`config.mk`:
```
export PLATFORM = sky130hd
export DESIGN_NAME = uart_cmd_sequencer
export DESIGN_NICKNAME = d
export VERILOG_FILES = /design/src/rtl/uart_cmd_sequencer.sv
export SDC_FILE = /design/constraint.sdc
export NUM_CORES = 1
export LEC_CHECK = 0
export ABC_AREA = 1
export CELL_PAD_IN_SITES_DETAIL_PLACEMENT = 1
export CELL_PAD_IN_SITES_GLOBAL_PLACEMENT = 2
export CORE_ASPECT_RATIO = 0.5
export CORE_MARGIN = 4
export CORE_UTILIZATION = 23
export DETAILED_ROUTE_END_ITERATION = 10
export GPL_TIMING_DRIVEN = 0
export PLACE_DENSITY_LB_ADDON = 0.15
export SYNTH_ARGS = -nofsm -noshare
export SYNTH_HDL_FRONTEND = slang
export SYNTH_SLANG_ARGS = --single-unit
```
`constraint.sdc`:
```
create_clock -name clk -period 1.15 [get_ports clk]
set_clock_uncertainty 0.15 [all_clocks]
set_input_delay 0.1725 -clock clk [delete_from_list [all_inputs] [get_ports clk]]
set_output_delay 0.1725 -clock clk [all_outputs]
set_load 0.03 [all_outputs]
```
`src/rtl/uart_cmd_sequencer.sv`:
```
// Assembles pairs of UART bytes (high byte first) into 16-bit host commands.
// Optional inter-byte timeout enabled by defining UART_CMD_TIMEOUT_EN.
module uart_cmd_sequencer #(
  parameter int TIMEOUT_CYCLES = 52080,
  parameter int CNT_W          = 16
) (
  input  logic        clk,
  input  logic        rst_n,
  input  logic        rx_rdy,
  input  logic [7:0]  rx_data,
  output logic        clr_rx_rdy,
  output logic [15:0] cmd,
  output logic        cmd_rdy,
  input  logic        clr_cmd_rdy,
  output logic        overrun,
  input  logic        clr_overrun,
  output logic        timeout
);

  localparam logic [0:0] IDLE = 1'b0;
  localparam logic [0:0] HIGH = 1'b1;

  logic [0:0]  state_q, state_d;
  logic [7:0]  hi_q, hi_d;
  logic        clr_rx_rdy_q, clr_rx_rdy_d;
  logic [15:0] cmd_q, cmd_d;
  logic        cmd_rdy_q, cmd_rdy_d;
  logic        overrun_q, overrun_d;
  logic        timeout_q, timeout_d;
  logic        accept_s;

`ifdef UART_CMD_TIMEOUT_EN
  localparam logic [CNT_W-1:0] TO_LAST = CNT_W'(TIMEOUT_CYCLES - 1);
  logic [CNT_W-1:0] cnt_q, cnt_d;
`endif

  // A byte held during the acknowledge cycle is the receiver's clear lag, not a new byte.
  assign accept_s = rx_rdy & ~clr_rx_rdy_q;

  always_comb begin
    state_d      = state_q;
    hi_d         = hi_q;
    cmd_d        = cmd_q;
    clr_rx_rdy_d = accept_s;
    timeout_d    = 1'b0;
    cmd_rdy_d    = cmd_rdy_q & ~clr_cmd_rdy;
    overrun_d    = overrun_q & ~clr_overrun;
`ifdef UART_CMD_TIMEOUT_EN
    cnt_d        = cnt_q;
`endif
    case (state_q)
      IDLE: begin
        if (accept_s) begin
          hi_d    = rx_data;
          state_d = HIGH;
`ifdef UART_CMD_TIMEOUT_EN
          cnt_d   = {CNT_W{1'b0}};
`endif
        end else begin
          state_d = IDLE;
        end
      end
      HIGH: begin
`ifdef UART_CMD_TIMEOUT_EN
        if (cnt_q != {CNT_W{1'b1}}) begin
          cnt_d = cnt_q + {{(CNT_W-1){1'b0}}, 1'b1};
        end else begin
          cnt_d = cnt_q;
        end
`endif
        if (accept_s) begin
          state_d = IDLE;
          // Completion and new set both take priority over the same-cycle clears.
          if (!cmd_rdy_q || clr_cmd_rdy) begin
            cmd_d     = {hi_q, rx_data};
            cmd_rdy_d = 1'b1;
          end else begin
            overrun_d = 1'b1;
          end
`ifdef UART_CMD_TIMEOUT_EN
        end else if (cnt_q == TO_LAST) begin
          state_d   = IDLE;
          hi_d      = 8'h00;
          timeout_d = 1'b1;
`endif
        end else begin
          state_d = HIGH;
        end
      end
      default: state_d = IDLE;
    endcase
  end

  // State and registered outputs, synchronous active-low reset.
  always_ff @(posedge clk) begin
    if (!rst_n) begin
      state_q      <= IDLE;
      hi_q         <= 8'h00;
      clr_rx_rdy_q <= 1'b0;
      cmd_q        <= 16'h0000;
      cmd_rdy_q    <= 1'b0;
      overrun_q    <= 1'b0;
      timeout_q    <= 1'b0;
`ifdef UART_CMD_TIMEOUT_EN
      cnt_q        <= {CNT_W{1'b0}};
`endif
    end else begin
      state_q      <= state_d;
      hi_q         <= hi_d;
      clr_rx_rdy_q <= clr_rx_rdy_d;
      cmd_q        <= cmd_d;
      cmd_rdy_q    <= cmd_rdy_d;
      overrun_q    <= overrun_d;
      timeout_q    <= timeout_d;
`ifdef UART_CMD_TIMEOUT_EN
      cnt_q        <= cnt_d;
`endif
    end
  end

  assign clr_rx_rdy = clr_rx_rdy_q;
  assign cmd        = cmd_q;
  assign cmd_rdy    = cmd_rdy_q;
  assign overrun    = overrun_q;
  assign timeout    = timeout_q;

endmodule

```
# After elaboration in Yosys (flattened, before gate mapping)
# Cells that the tools add are included.
[classes] muxes=9 n_bitwise=7 reduce_logical=4
[op_table] operator="two-way mux 1 bit" n=8
[op_table] operator="NOT 1 bit" n=4
[op_table] operator="AND 1 bit" n=3
[op_table] operator="AND reduction 3 bit" n=1
[op_table] operator="one-hot mux 1 bit (2 select lines)" n=1
[op_table] operator="AND reduction 2 bit" n=1
[op_table] operator="logical NOT 1 bit" n=1
[op_table] operator="logical OR 1 bit" n=1
[word_totals] input_bits=13 register_bits=28 output_inout_bits=20

# Logic depth before layout (Yosys ltp)
[depth] ltp_word=5 ltp_mapped=7 ltp_nobuf=6

# Worst setup path after synthesis
# Ideal clock, no wire load.
[synth_path] kind="register -> register" start="register clr_rx_rdy_q, in the netlist clr_rx_rdy" end="register hi_q[0]" setup_time_ns=0.116 n_path_buf=0 synth_period_minus_slack_ns=1.345 stages_incl_launch_ff=6 arrival_ns=1.079 slack_ns=-0.195 cell_sequence="dfxtp_1 inv_1 nand2_1 nor2_4 o21ai_0 nor2_1"
[synth_via] elab_chain_len=3
[synth_rtl] element="from (decl)" line="25" rtl="logic clr_rx_rdy_q, clr_rx_rdy_d;"
[synth_rtl] element="from (signal assigned)" line="110" rtl="clr_rx_rdy_q <= clr_rx_rdy_d;"
[synth_rtl] element="NOT 1 bit" line="38" rtl="assign accept_s = rx_rdy & ~clr_rx_rdy_q;"
[synth_rtl] element="AND 1 bit" line="38"
[synth_rtl] element="AND reduction 2 bit (no line)"
[synth_rtl] element="to (signal assigned)" line="109" rtl="hi_q <= hi_d;"
[synth_rtl] element="to (decl)" line="24" rtl="logic [7:0] hi_q, hi_d;"
# Every way passes these cells.
# A chain may end at the register's enable or synchronous reset.

# Final worst setup path
[layout_path] start="register clr_rx_rdy_q, in the netlist clr_rx_rdy" end="register hi_q[3]"
# The elaborated chain is that of the path after synthesis.

==> impl_metrics.py <==
metrics = {
    "timing": {
        "rsz0062_at_grt": "true",
        "finalCritPeriodShare_pct": 107,
        "slew_viol_final": 0,
        "fin_crit_ps": 1230,
        "worst_slack_ps": -78.1,
        "fin_tns_setup_ps": -1330,
        "setup_viol": 26,
        "clock.fmax_mhz": 814,
        "finalHoldViolCount": 0,
        "hold_slack_ps": 319,
    },
    "critical_path": {
        "r2r_cells": 6,
        "rrSetupSlack_ps": -80,
        "critPathLaunchType": "flop",
        "cp_slowest_cell": "dfxtp_4",
        "rr_startpoint": "clr_rx_rdy$_SDFF_PN0_",
        "cp_top_family": "flip-flops",
        "crit_path_cell_trace": "inv_4 -> nand2_4 -> nor2_4 -> buf_6 -> o21ai_0 -> nor2_1",
        "crit_arrival_ps": 1290,
        "max_stage_delay_ps": 370,
        "cp_max_fo": 4,
        "crit_type": "flop to flop",
        "worstPathBufferInverterCount": 2,
        "required_ps": 1220,
        "end_kind": "flop",
        "reg2reg_to": "hi_q[3]$_SDFFE_PN0P_",
    },
    "floorplanning": {
        "dieWidth_um": 109,
        "ioPinCount": 33,
        "core-area_sq_mm": 0.00493,
        "floorplan.die.height_um": 58.6,
        "dieArea_sq_mm": 0.00641,
        "num_rows": 18,
        "start_util_pct": 23.9,
    },
    "synth": {
        "synth_compound_area_share_pct": 4.24,
        "synth_xor_area_share_pct": 0,
        "yosysWarningCount": 0,
        "synth_top_area_cell": "dfxtp_1",
        "synth.top_cell.area_share_pct": 47.5,
        "synthAdderAreaFrac_pct": 0,
        "ys_seq_area_share_pct": 47.5,
        "synth_top_family_by_area": "simple AND/OR/NAND/NOR gates",
        "synth_fp_nets": 175,
        "synth_cell_types": 17,
        "synth-seq-cells": 28,
        "avgSynthCellArea_sq_um": 7.28,
        "syn_inst": 162,
        "synthTopCellsByArea": "dfxtp_1 (48%), nor2_1 (17%), nand4_1 (8.5%)",
        "syn-cell-area_sq_mm": 0.00118,
        "synth-simple-area-share_pct": 35.9,
        "muxShareOfSynthArea_pct": 0,
    },
    "route": {
        "first_iter_violations": 22,
        "vias": 1143,
        "routed_wirelength_um": 3400,
        "dr.pass1.iters": 4,
        "vias_per_cell": 4.08,
        "ant_nets": 0,
        "drc_errors": 0,
        "drt-wirelength-per-cell_um": 12.1,
    },
    "pwr": {
        "vdd_drop_max_mv": 0.558,
        "p_leak_nw": 0.831,
        "p_per_area_mw_per_mm2": 1200,
    },
    "place": {
        "place_congestion": 0.700,
        "dpl_cell_area_sq_mm": 0.00159,
        "dp.cells": 263,
        "post-dp-hpwl_um": 2370,
        "io_buffers": 31,
    },
    "worst_hold_path": {
        "holdPathEnd": "cmd[8]$_SDFFE_PN0P_",
        "hold_depth": 2,
        "hp-start": "cmd[8]$_SDFFE_PN0P_",
        "hold_path.class": "flop to flop",
    },
    "grt": {
        "use_met3_pct": 3.94,
        "use_met1_pct": 15.3,
        "use_met2_pct": 18.9,
        "grt_busiest_layer": "met2",
        "grt_max_degree": 16,
        "first_global_vias": 1219,
        "antenna_found_initial": 0,
        "grtUsageTotal_pct": 11.6,
        "grt_overflow": 0,
        "grt_pass1_wl_um": 5760,
    },
    "final_layout": {
        "drive_above_1_share_pct": 36.7,
        "layout.nets": 224,
        "layout.cells.non_filler": 280,
        "n_antenna_cell": 0,
        "design_area_sq_mm": 0.00183,
        "fill_cells": 594,
        "synthToLayoutAreaGrowth_pct": 54.9,
    },
    "clocking": {
        "cts.path.max_buffers": 2,
        "cts_max_level": 1,
        "cts_buffers": 3,
        "clock_sinks": 28,
        "cts_tree": "done",
        "clock_latency_ps": 270,
        "hold_buffers": 0,
        "clockRootBuffer": "clkbuf_8",
        "clkTransAtPathRegs_ps": 100,
    },
    "run": {
        "maxCapViolCount": 0,
    },
    "status": {
        "failed_checks": "negative setup slack",
        "status": "finished, violations left",
    },
}
## through the flow
step	utilization, %	total power, mW	setup WS, ps
after detailed placement	32.3	1.50	-567
after floorplan	-	1.33	-7.91
final	37.1	2.19	-78.1
after global placement	32.3	1.50	-522
after global routing	37.1	2.33	-143
after CTS	33.6	2.15	-51.9
## where the power goes
| part | internal (mW) | switching, mW | total, mW | leakage (nW) |
|---|---|---|---|---|
| Sequential | 1.03 | 0.0416 | 1.08 | 0.235 |
| Clock | 0.307 | 0.311 | 0.618 | 0.0288 |
| Combinational | 0.226 | 0.268 | 0.494 | 0.567 |
## state kept, by name, summed over array words and instances, names as in the netlist
| signal | flops |
|---|---|
| cmd | 16 |
| hi_q | 8 |
| clr_rx_rdy | 1 |
| cmd_rdy | 1 |
| overrun | 1 |
| state_q | 1 |
## worst max-delay path by stage
| stage | depth (start not counted) | slack [ps] | start | end |
|---|---|---|---|---|
| after CTS | 6 | -50 | state_q$_SDFF_PN0_ | cmd[2]$_SDFFE_PN0P_ |
| after global routing | 6 | -140 | clr_rx_rdy$_SDFF_PN0_ | hi_q[3]$_SDFFE_PN0P_ |
| final | 6 | -80 | clr_rx_rdy$_SDFF_PN0_ | hi_q[3]$_SDFFE_PN0P_ |
| after global placement | 7 | -520 | rx_rdy | cmd[10]$_SDFFE_PN0P_ |
| after detailed placement | 7 | -570 | rx_rdy | cmd[1]$_SDFFE_PN0P_ |
| after floorplan | 6 | -8 | clr_rx_rdy$_SDFF_PN0_ | hi_q[0]$_SDFFE_PN0P_ |
## routing by layer
metal / part of all wire [%] / vias to the layer above
li1: - / 599
met1: 50 / 522
met2: 44 / 20
met3: 5.5 / 2
met4: 0.68 / 0
met5: 0 / -
## area by class of cell
cell class	count	area, sq um	area share [%]
inverter	23	91.3	5.00
tap	70	87.6	4.79
timing repair buffer	44	412	22.5
buffer	8	78.8	4.31
multi-input combinational	103	526	28.7
clock buffer	4	55.1	3.01
sequential	28	578	31.6
## worst register-to-register path, cell delays in order (launching register included)
cell     delay, ps
dfxtp_4        370
inv_4           70
nand2_4         60
nor2_4         220
buf_6          140
o21ai_0         70
nor2_1          80
## synth_stat cells
master / n
conb_1: 1
buf_1: 1
nand2_1: 18
buf_4: 2
nor2_4: 3
nand2_2: 1
inv_1: 21
nand4_1: 16
dfxtp_1: 28
o21ai_0: 8
nand3_4: 1
clkbuf_1: 1
buf_6: 2
buf_2: 2
nor2_1: 53
inv_2: 2
a21oi_1: 2
## placed cells by master (no fill, tap or decap), types with 2 or more instances in the layout
| master | instances |
|---|---|
| inv_2 | 2 |
| o21ai_2 | 6 |
| nand4_1 | 16 |
| inv_4 | 2 |
| buf_4 | 20 |
| nor2_1 | 48 |
| dfxtp_2 | 11 |
| a21oi_1 | 2 |
| clkdlybuf4s50_1 | 11 |
| dfxtp_1 | 16 |
| clkbuf_4 | 2 |
| nor2_2 | 5 |
| buf_6 | 17 |
| nand2_4 | 2 |
| nand2_1 | 17 |
| nor2_4 | 3 |
| inv_1 | 19 |
| clkbuf_8 | 4 |
## cell families (layout without fill, tap and decap cells)
| group | Yosys count | count (layout) |
|---|---|---|
| AND/OR/NAND/NOR | 92 | 92 |
| buffers and inverters | 31 | 79 |
| other | 1 | 1 |
| AO/OA/AOI/OAI | 10 | 10 |
| flip-flops | 28 | 28 |
## repair_timing
item                       in CTS  in global routing
buffers inserted                8                  4
cloned                          1                  0
pin swaps                       5                 13
setup endpoints to repair      45                 43
gates resized for setup       112                 69
Note: power is estimated with default switching activity, not from simulation.
